--- src/rtl/move_collector_if.sv ---
// Valid/ready move stream between the collector and its consumer.
interface move_collector_if #(
  parameter int unsigned MVW = 19
) ();
  logic [MVW-1:0] mv_data;
  logic           mv_valid;
  logic           mv_ready;

  modport master (output mv_data, output mv_valid, input mv_ready);
  modport slave  (input mv_data, input mv_valid, output mv_ready);
endinterface

--- src/rtl/move_collector.sv ---
// Scans the per-square move FIFOs in square order once every square is done,
// unpacks each popped word into its eight move slots and streams the valid
// moves out one per cycle, counting the moves the consumer accepts.
module move_collector #(
  parameter int unsigned NSQ   = 64,
  parameter int unsigned MVW   = 19,
  parameter int unsigned SLOTS = 8,
  parameter int unsigned FW    = 160,
  parameter int unsigned CNTW  = 8
) (
  input  logic                     clk,
  input  logic                     reset,
  input  logic                     start,
  input  logic                     all_done,
  input  logic [NSQ-1:0]           fifo_empty_vec,
  output logic [$clog2(NSQ)-1:0]   sq_sel,
  output logic                     rden,
  input  logic [FW-1:0]            fifo_q,
  move_collector_if.master         mv,
  output logic [CNTW-1:0]          mv_count,
  output logic                     busy,
  output logic                     done
);

  localparam int unsigned SQW   = $clog2(NSQ);
  localparam int unsigned SLW   = $clog2(SLOTS);
  localparam int unsigned WORDW = SLOTS * MVW;

  localparam logic [SQW-1:0]  SQ_LAST  = SQW'(NSQ - 1);
  localparam logic [SLW-1:0]  SLOT_TOP = SLW'(SLOTS - 1);
  localparam logic [CNTW-1:0] CNT_MAX  = '1;

  typedef enum logic [2:0] {
    IDLE, ARM, SCAN, READ, WAIT, UNPK, DONE
  } state_t;

  state_t            state, state_nxt;
  logic [WORDW-1:0]  wrd, wrd_nxt;
  logic [SLW-1:0]    slot, slot_nxt;
  logic [MVW-1:0]    mv_data_q, mv_data_nxt;
  logic              mv_valid_q, mv_valid_nxt;
  logic [SQW-1:0]    sq_sel_nxt;
  logic [CNTW-1:0]   mv_count_nxt;
  logic              rden_nxt, busy_nxt, done_nxt;
  logic [MVW-1:0]    cur_slot;

  // Filler bits above the last slot carry no move data.
  logic unused_filler;
  assign unused_filler = ^fifo_q[FW-1:WORDW];

  assign mv.mv_data  = mv_data_q;
  assign mv.mv_valid = mv_valid_q;

  function automatic logic [MVW-1:0] slot_of(input logic [WORDW-1:0] w,
                                             input logic [SLW-1:0]   i);
    return w[MVW*i +: MVW];
  endfunction

  // State register.
  always_ff @(posedge clk or negedge reset) begin
    if (!reset) state <= IDLE;
    else        state <= state_nxt;
  end

  // Next-state decode.
  always_comb begin
    state_nxt = state;
    case (state)
      IDLE:    if (start) state_nxt = ARM;
      ARM:     if (all_done) state_nxt = SCAN;
      SCAN: begin
        if (!fifo_empty_vec[sq_sel])   state_nxt = READ;
        else if (sq_sel == SQ_LAST)    state_nxt = DONE;
      end
      READ:    state_nxt = WAIT;
      WAIT:    state_nxt = UNPK;
      // Leave once slot 0 has been consumed or skipped; the FIFO may hold more.
      UNPK:    if ((!mv_valid_q || mv.mv_ready) && slot == '0) state_nxt = SCAN;
      DONE:    if (start) state_nxt = ARM;
      default: state_nxt = IDLE;
    endcase
  end

  // Next values of the registered outputs and the word/slot datapath.
  always_comb begin
    sq_sel_nxt   = sq_sel;
    wrd_nxt      = wrd;
    slot_nxt     = slot;
    mv_data_nxt  = mv_data_q;
    mv_valid_nxt = mv_valid_q;
    mv_count_nxt = mv_count;
    cur_slot     = '0;
    rden_nxt     = (state_nxt == READ);
    busy_nxt     = (state_nxt != IDLE) && (state_nxt != DONE);
    done_nxt     = (state_nxt == DONE);
    case (state)
      IDLE, DONE: begin
        if (start) begin
          mv_count_nxt = '0;
          sq_sel_nxt   = '0;
        end
      end
      SCAN: begin
        if (fifo_empty_vec[sq_sel] && sq_sel != SQ_LAST)
          sq_sel_nxt = SQW'(sq_sel + 1'b1);
      end
      // Data arrives one cycle after rden; present the top slot straight away.
      WAIT: begin
        wrd_nxt      = fifo_q[WORDW-1:0];
        slot_nxt     = SLOT_TOP;
        cur_slot     = slot_of(fifo_q[WORDW-1:0], SLOT_TOP);
        mv_valid_nxt = !cur_slot[MVW-1];
        if (!cur_slot[MVW-1]) mv_data_nxt = cur_slot;
      end
      UNPK: begin
        if (mv_valid_q && mv.mv_ready && mv_count != CNT_MAX)
          mv_count_nxt = CNTW'(mv_count + 1'b1);
        if (!mv_valid_q || mv.mv_ready) begin
          if (slot == '0) begin
            mv_valid_nxt = 1'b0;
          end else begin
            slot_nxt     = SLW'(slot - 1'b1);
            cur_slot     = slot_of(wrd, SLW'(slot - 1'b1));
            mv_valid_nxt = !cur_slot[MVW-1];
            if (!cur_slot[MVW-1]) mv_data_nxt = cur_slot;
          end
        end
      end
      default: ;
    endcase
  end

  // Output and datapath registers.
  always_ff @(posedge clk or negedge reset) begin
    if (!reset) begin
      sq_sel     <= '0;
      rden       <= 1'b0;
      mv_data_q  <= '0;
      mv_valid_q <= 1'b0;
      mv_count   <= '0;
      busy       <= 1'b0;
      done       <= 1'b0;
      wrd        <= '0;
      slot       <= SLOT_TOP;
    end else begin
      sq_sel     <= sq_sel_nxt;
      rden       <= rden_nxt;
      mv_data_q  <= mv_data_nxt;
      mv_valid_q <= mv_valid_nxt;
      mv_count   <= mv_count_nxt;
      busy       <= busy_nxt;
      done       <= done_nxt;
      wrd        <= wrd_nxt;
      slot       <= slot_nxt;
    end
  end

endmodule

--- src/flat_wrapper.sv ---
// flat-port wrapper written by rule: the top's interface ports become plain ports
module move_collector_flat 
#(
  parameter int unsigned NSQ   = 64,
  parameter int unsigned MVW   = 19,
  parameter int unsigned SLOTS = 8,
  parameter int unsigned FW    = 160,
  parameter int unsigned CNTW  = 8
)
  (clk, reset, start, all_done, fifo_empty_vec, sq_sel, rden, fifo_q, mv_count, busy, done, mv_mv_data, mv_mv_valid, mv_mv_ready);
  move_collector_if #(.MVW(MVW)) mv_i ();
  input  logic clk;
  input  logic reset;
  input  logic start;
  input  logic all_done;
  input  logic [NSQ-1:0] fifo_empty_vec;
  output logic [$clog2(NSQ)-1:0] sq_sel;
  output logic rden;
  input  logic [FW-1:0] fifo_q;
  output logic [CNTW-1:0] mv_count;
  output logic busy;
  output logic done;
  output wire logic [$bits(mv_i.mv_data)-1:0] mv_mv_data;
  output wire logic [$bits(mv_i.mv_valid)-1:0] mv_mv_valid;
  input wire logic [$bits(mv_i.mv_ready)-1:0] mv_mv_ready;
  assign mv_mv_data = mv_i.mv_data;
  assign mv_mv_valid = mv_i.mv_valid;
  assign mv_i.mv_ready = mv_mv_ready;
  move_collector #(.NSQ(NSQ), .MVW(MVW), .SLOTS(SLOTS), .FW(FW), .CNTW(CNTW)) u_core (.clk(clk), .reset(reset), .start(start), .all_done(all_done), .fifo_empty_vec(fifo_empty_vec), .sq_sel(sq_sel), .rden(rden), .fifo_q(fifo_q), .mv(mv_i), .mv_count(mv_count), .busy(busy), .done(done));
endmodule
--- config.mk ---
export PLATFORM = sky130hd
export DESIGN_NAME = move_collector_flat
export DESIGN_NICKNAME = d
export VERILOG_FILES = /design/src/rtl/move_collector_if.sv /design/src/rtl/move_collector.sv /design/src/flat_wrapper.sv
export SDC_FILE = /design/constraint.sdc
export NUM_CORES = 1
export LEC_CHECK = 0
export CAP_MARGIN = 30
export CORE_ASPECT_RATIO = 1.75
export CORE_MARGIN = 2
export CORE_UTILIZATION = 40
export CTS_CLUSTER_DIAMETER = 80
export DETAILED_ROUTE_END_ITERATION = 16
export GPL_TIMING_DRIVEN = 1
export PLACE_DENSITY_LB_ADDON = 0.08
export SYNTH_ARGS = -nofsm -noshare
export SYNTH_HDL_FRONTEND = slang
export SYNTH_SLANG_ARGS = --single-unit
--- constraint.sdc ---
create_clock -name clk -period 9.8 [get_ports clk]
set_clock_uncertainty 0.05 [all_clocks]
set_input_delay 0.98 -clock clk [delete_from_list [all_inputs] [get_ports clk]]
set_output_delay 0.98 -clock clk [all_outputs]
set_load 0.02 [all_outputs]
==> flow_metrics.env <==
export IMPL_syn2layout_area_growth_pct=36.5
export IMPL_yosys_area_share_simple=0.0704
export IMPL_root_buffer="clkbuf_16"
export IMPL_wl_met3_um=1590
export IMPL_design_power_total_mw=3.68
export IMPL_grt_usage=0.207
export IMPL_synth_top_area_cell="dfrtp_1"
export IMPL_core_mm2=0.0237
export IMPL_synth_top_family_by_area="multiplexers"
export IMPL_synth_most_common_cell="dfrtp_1"
export IMPL_start_util=0.404
export IMPL_fmax_mhz=243
export IMPL_drt_iter0_markers=306
export IMPL_cts_tree="built"
export IMPL_wl_um=25400
export IMPL_worst_setup_path_end_kind="flop"
export IMPL_final_setup_tns_ps=0
export IMPL_antenna_found_initial=3
export IMPL_synthFlopType="dfrtp_1"
export IMPL_synth_area_per_cell_um2=13.4
export IMPL_met2_wirelength_um=13800
export IMPL_worstPathRequired_ps=10030
export IMPL_wl_met1_um=9580
export IMPL_syn_num_nets=948
export IMPL_irDropWorstVdd_uv=179
export IMPL_synth_commonest_cells="dfrtp_1 (191), mux2_2 (158), mux4_2 (43), nand2_1 (40), mux2i_1 (38)"
export IMPL_finalHoldViolCount=0
export IMPL_worst_setup_path_type="reg2reg"
export IMPL_filler_cell_count=2029
export IMPL_dr_pass1_iters=4
export IMPL_synth_fa_ha_area_frac=0.00521
export IMPL_die_w_um=121
export IMPL_seqCellArea_mm2=0.00486
export IMPL_worst_slew_pin_slew_ps=945
export IMPL_synth_edff_count=0
export IMPL_top_layer="met4"
export IMPL_cap_violations=0
export IMPL_ctsLongestPathBuffers=2
export IMPL_grt_overflow_total=0
export IMPL_yosysWarnings=0
export IMPL_hold_buffers=0
export IMPL_setup_violations=0
export IMPL_antenna_left=0
export IMPL_avgRoutedWirePerCell_um=19.9
export IMPL_synth_xor_area_frac=0.00717
export IMPL_grt_pass1_wl_um=40000
export IMPL_die_area_mm2=0.0253
export IMPL_post_dp_hpwl_um=18500
export IMPL_status="completed"
export IMPL_finalWeightedCongestion=0.831
export IMPL_via_per_inst=5.19
export IMPL_crit_path_start_kind="flop"
export IMPL_cp_arrival_ps=4350
export IMPL_cts_clk_slew_worst_paths_ps=70
export IMPL_async_reset_ff_frac=1.00
export IMPL_synth_compound_area_share=0.0547
export IMPL_syn_inst=715
export IMPL_dieHeight_um=209
export IMPL_first_global_vias=7457
export IMPL_drv_slew=0
export IMPL_synth_seq_cells=194
export IMPL_path_max_fanout=40
export IMPL_portBuffers=256
export IMPL_fin_util=0.552
export IMPL_p_leak_nw=5.31
export IMPL_insertion_delay_ps=440
export IMPL_dr_total_vias=6608
export IMPL_yosys_top_cells_area="dfrtp_1 (50%), mux2_2 (19%), mux4_2 (10%), mux2i_1 (4.0%), nand2_1 (1.6%)"
export IMPL_clock_sinks=194
export IMPL_cts_inserted_buffers=17
export IMPL_cts_repair_resized=0
export IMPL_synth_top_cell_area_share=0.498
export IMPL_fp_row_count=75
export IMPL_htreeDepth=4
export IMPL_r2r_cells=7
export IMPL_ys_seq_area_frac=0.506
export IMPL_yosysUniqueCellTypes=62
export IMPL_drc=0
export IMPL_multi_input_comb_area_mm2=0.00451
export IMPL_post_cts_buffers=0
export IMPL_period_share=0.420
export IMPL_syn_cell_area_mm2=0.00960
export IMPL_drive_above_1_share=0.265
export IMPL_final_nets=1183
export IMPL_synth_mux_area_frac=0.329
export IMPL_ios=266
export IMPL_hp_class="in2async"
export IMPL_p_per_area_mw_per_mm2=281
export IMPL_slew_limit_headroom=0.369
export IMPL_rsz0062_at_grt="no"
export IMPL_finalCriticalPeriod_ps=4120
export IMPL_grt_max_degree=155
[cell usage in the layout, fill, tap and decap left out, drive strengths merged, types with 9 or more instances in the layout]
master	count
nand3	9
nand2	41
clkdlybuf4s50	255
clkbuf	20
mux2i	38
dfrtp	191
nor2	36
mux2	158
o21ai	27
a21oi	25
mux4	44
[critical path: stages, from the launching register on]
cell and delay (ps):
dfstp_4 1120, inv_1 190, ha_2 740, buf_4 440
mux4_2 290, mux2i_1 110, o21ai_4 740, o21ai_0 250
[flip-flops by register name, indices dropped and copies added (netlist names)]
| signal | flops |
|---|---|
| u_core.done | 1 |
| u_core.mv_count | 8 |
| u_core.mv.mv_valid | 1 |
| u_core.slot | 3 |
| u_core.mv.mv_data | 18 |
| u_core.wrd | 152 |
| u_core.busy | 1 |
| u_core.state | 3 |
| u_core.sq_sel | 6 |
| u_core.rden | 1 |
[path summary, 6_finish.rpt]
check,start,endpoint,slack [ps]
setup / recovery,u_core.slot[0],u_core.mv.mv_data[1],5680
hold / removal,reset,u_core.wrd[29],310
setup reg to reg,u_core.slot[0],u_core.mv.mv_data[1],5680
hold reg to reg,u_core.mv.mv_data[11],u_core.mv.mv_data[11],440
max in group asynchronous,reset,u_core.wrd[124],8030
min in group clk,u_core.mv.mv_data[11],u_core.mv.mv_data[11],440
[power by group]
group / switching, mW / leakage, nW / internal [mW] / total, mW
clock: 0.306 / 0.304 / 0.434 / 0.741
sequential: 0.267 / 2.34 / 1.18 / 1.45
combinational: 0.590 / 2.67 / 0.895 / 1.49
[metal layers]
metal | up-vias | GRT usage
met5 | - | 0
met4 | 0 | 0.0642
met3 | 24 | 0.0535
met2 | 204 | 0.381
met1 | 3282 | 0.230
li1 | 3098 | -
[metrics by stage]
stage	worst slack, ps	instance area (µm²)	std cells	hold WS (ps)
after CTS	5500	13000	1269	442
after global placement	5560	12400	1236	416
after global routing	5290	13100	1273	283
after detailed placement	5500	12400	1237	426
after floorplan	6610	9600	715	425
final	5680	13100	1274	307
[kinds of logic (layout without fill, tap and decap cells)]
kind of cell	count (synthesis)	count (layout)
other	1	4
AOI/OAI and AO/OA	81	81
and+or+nand+nor	135	135
DFF	194	194
muxes	240	240
xor gates and xnor gates	7	7
buffers and inverters	53	301
adders and majority gates	4	4
[final cells by class]
class,count,share of cell area
Clock inverter,13,0.0138
Tap cell,308,0.0294
Antenna cell,3,0.000573
Inverter,5,0.00143
Sequential cell,194,0.371
Timing Repair Buffer,264,0.206
Multi-Input combinational cell,468,0.344
Clock buffer,19,0.0338
Note: power is estimated with default switching activity, not from simulation.
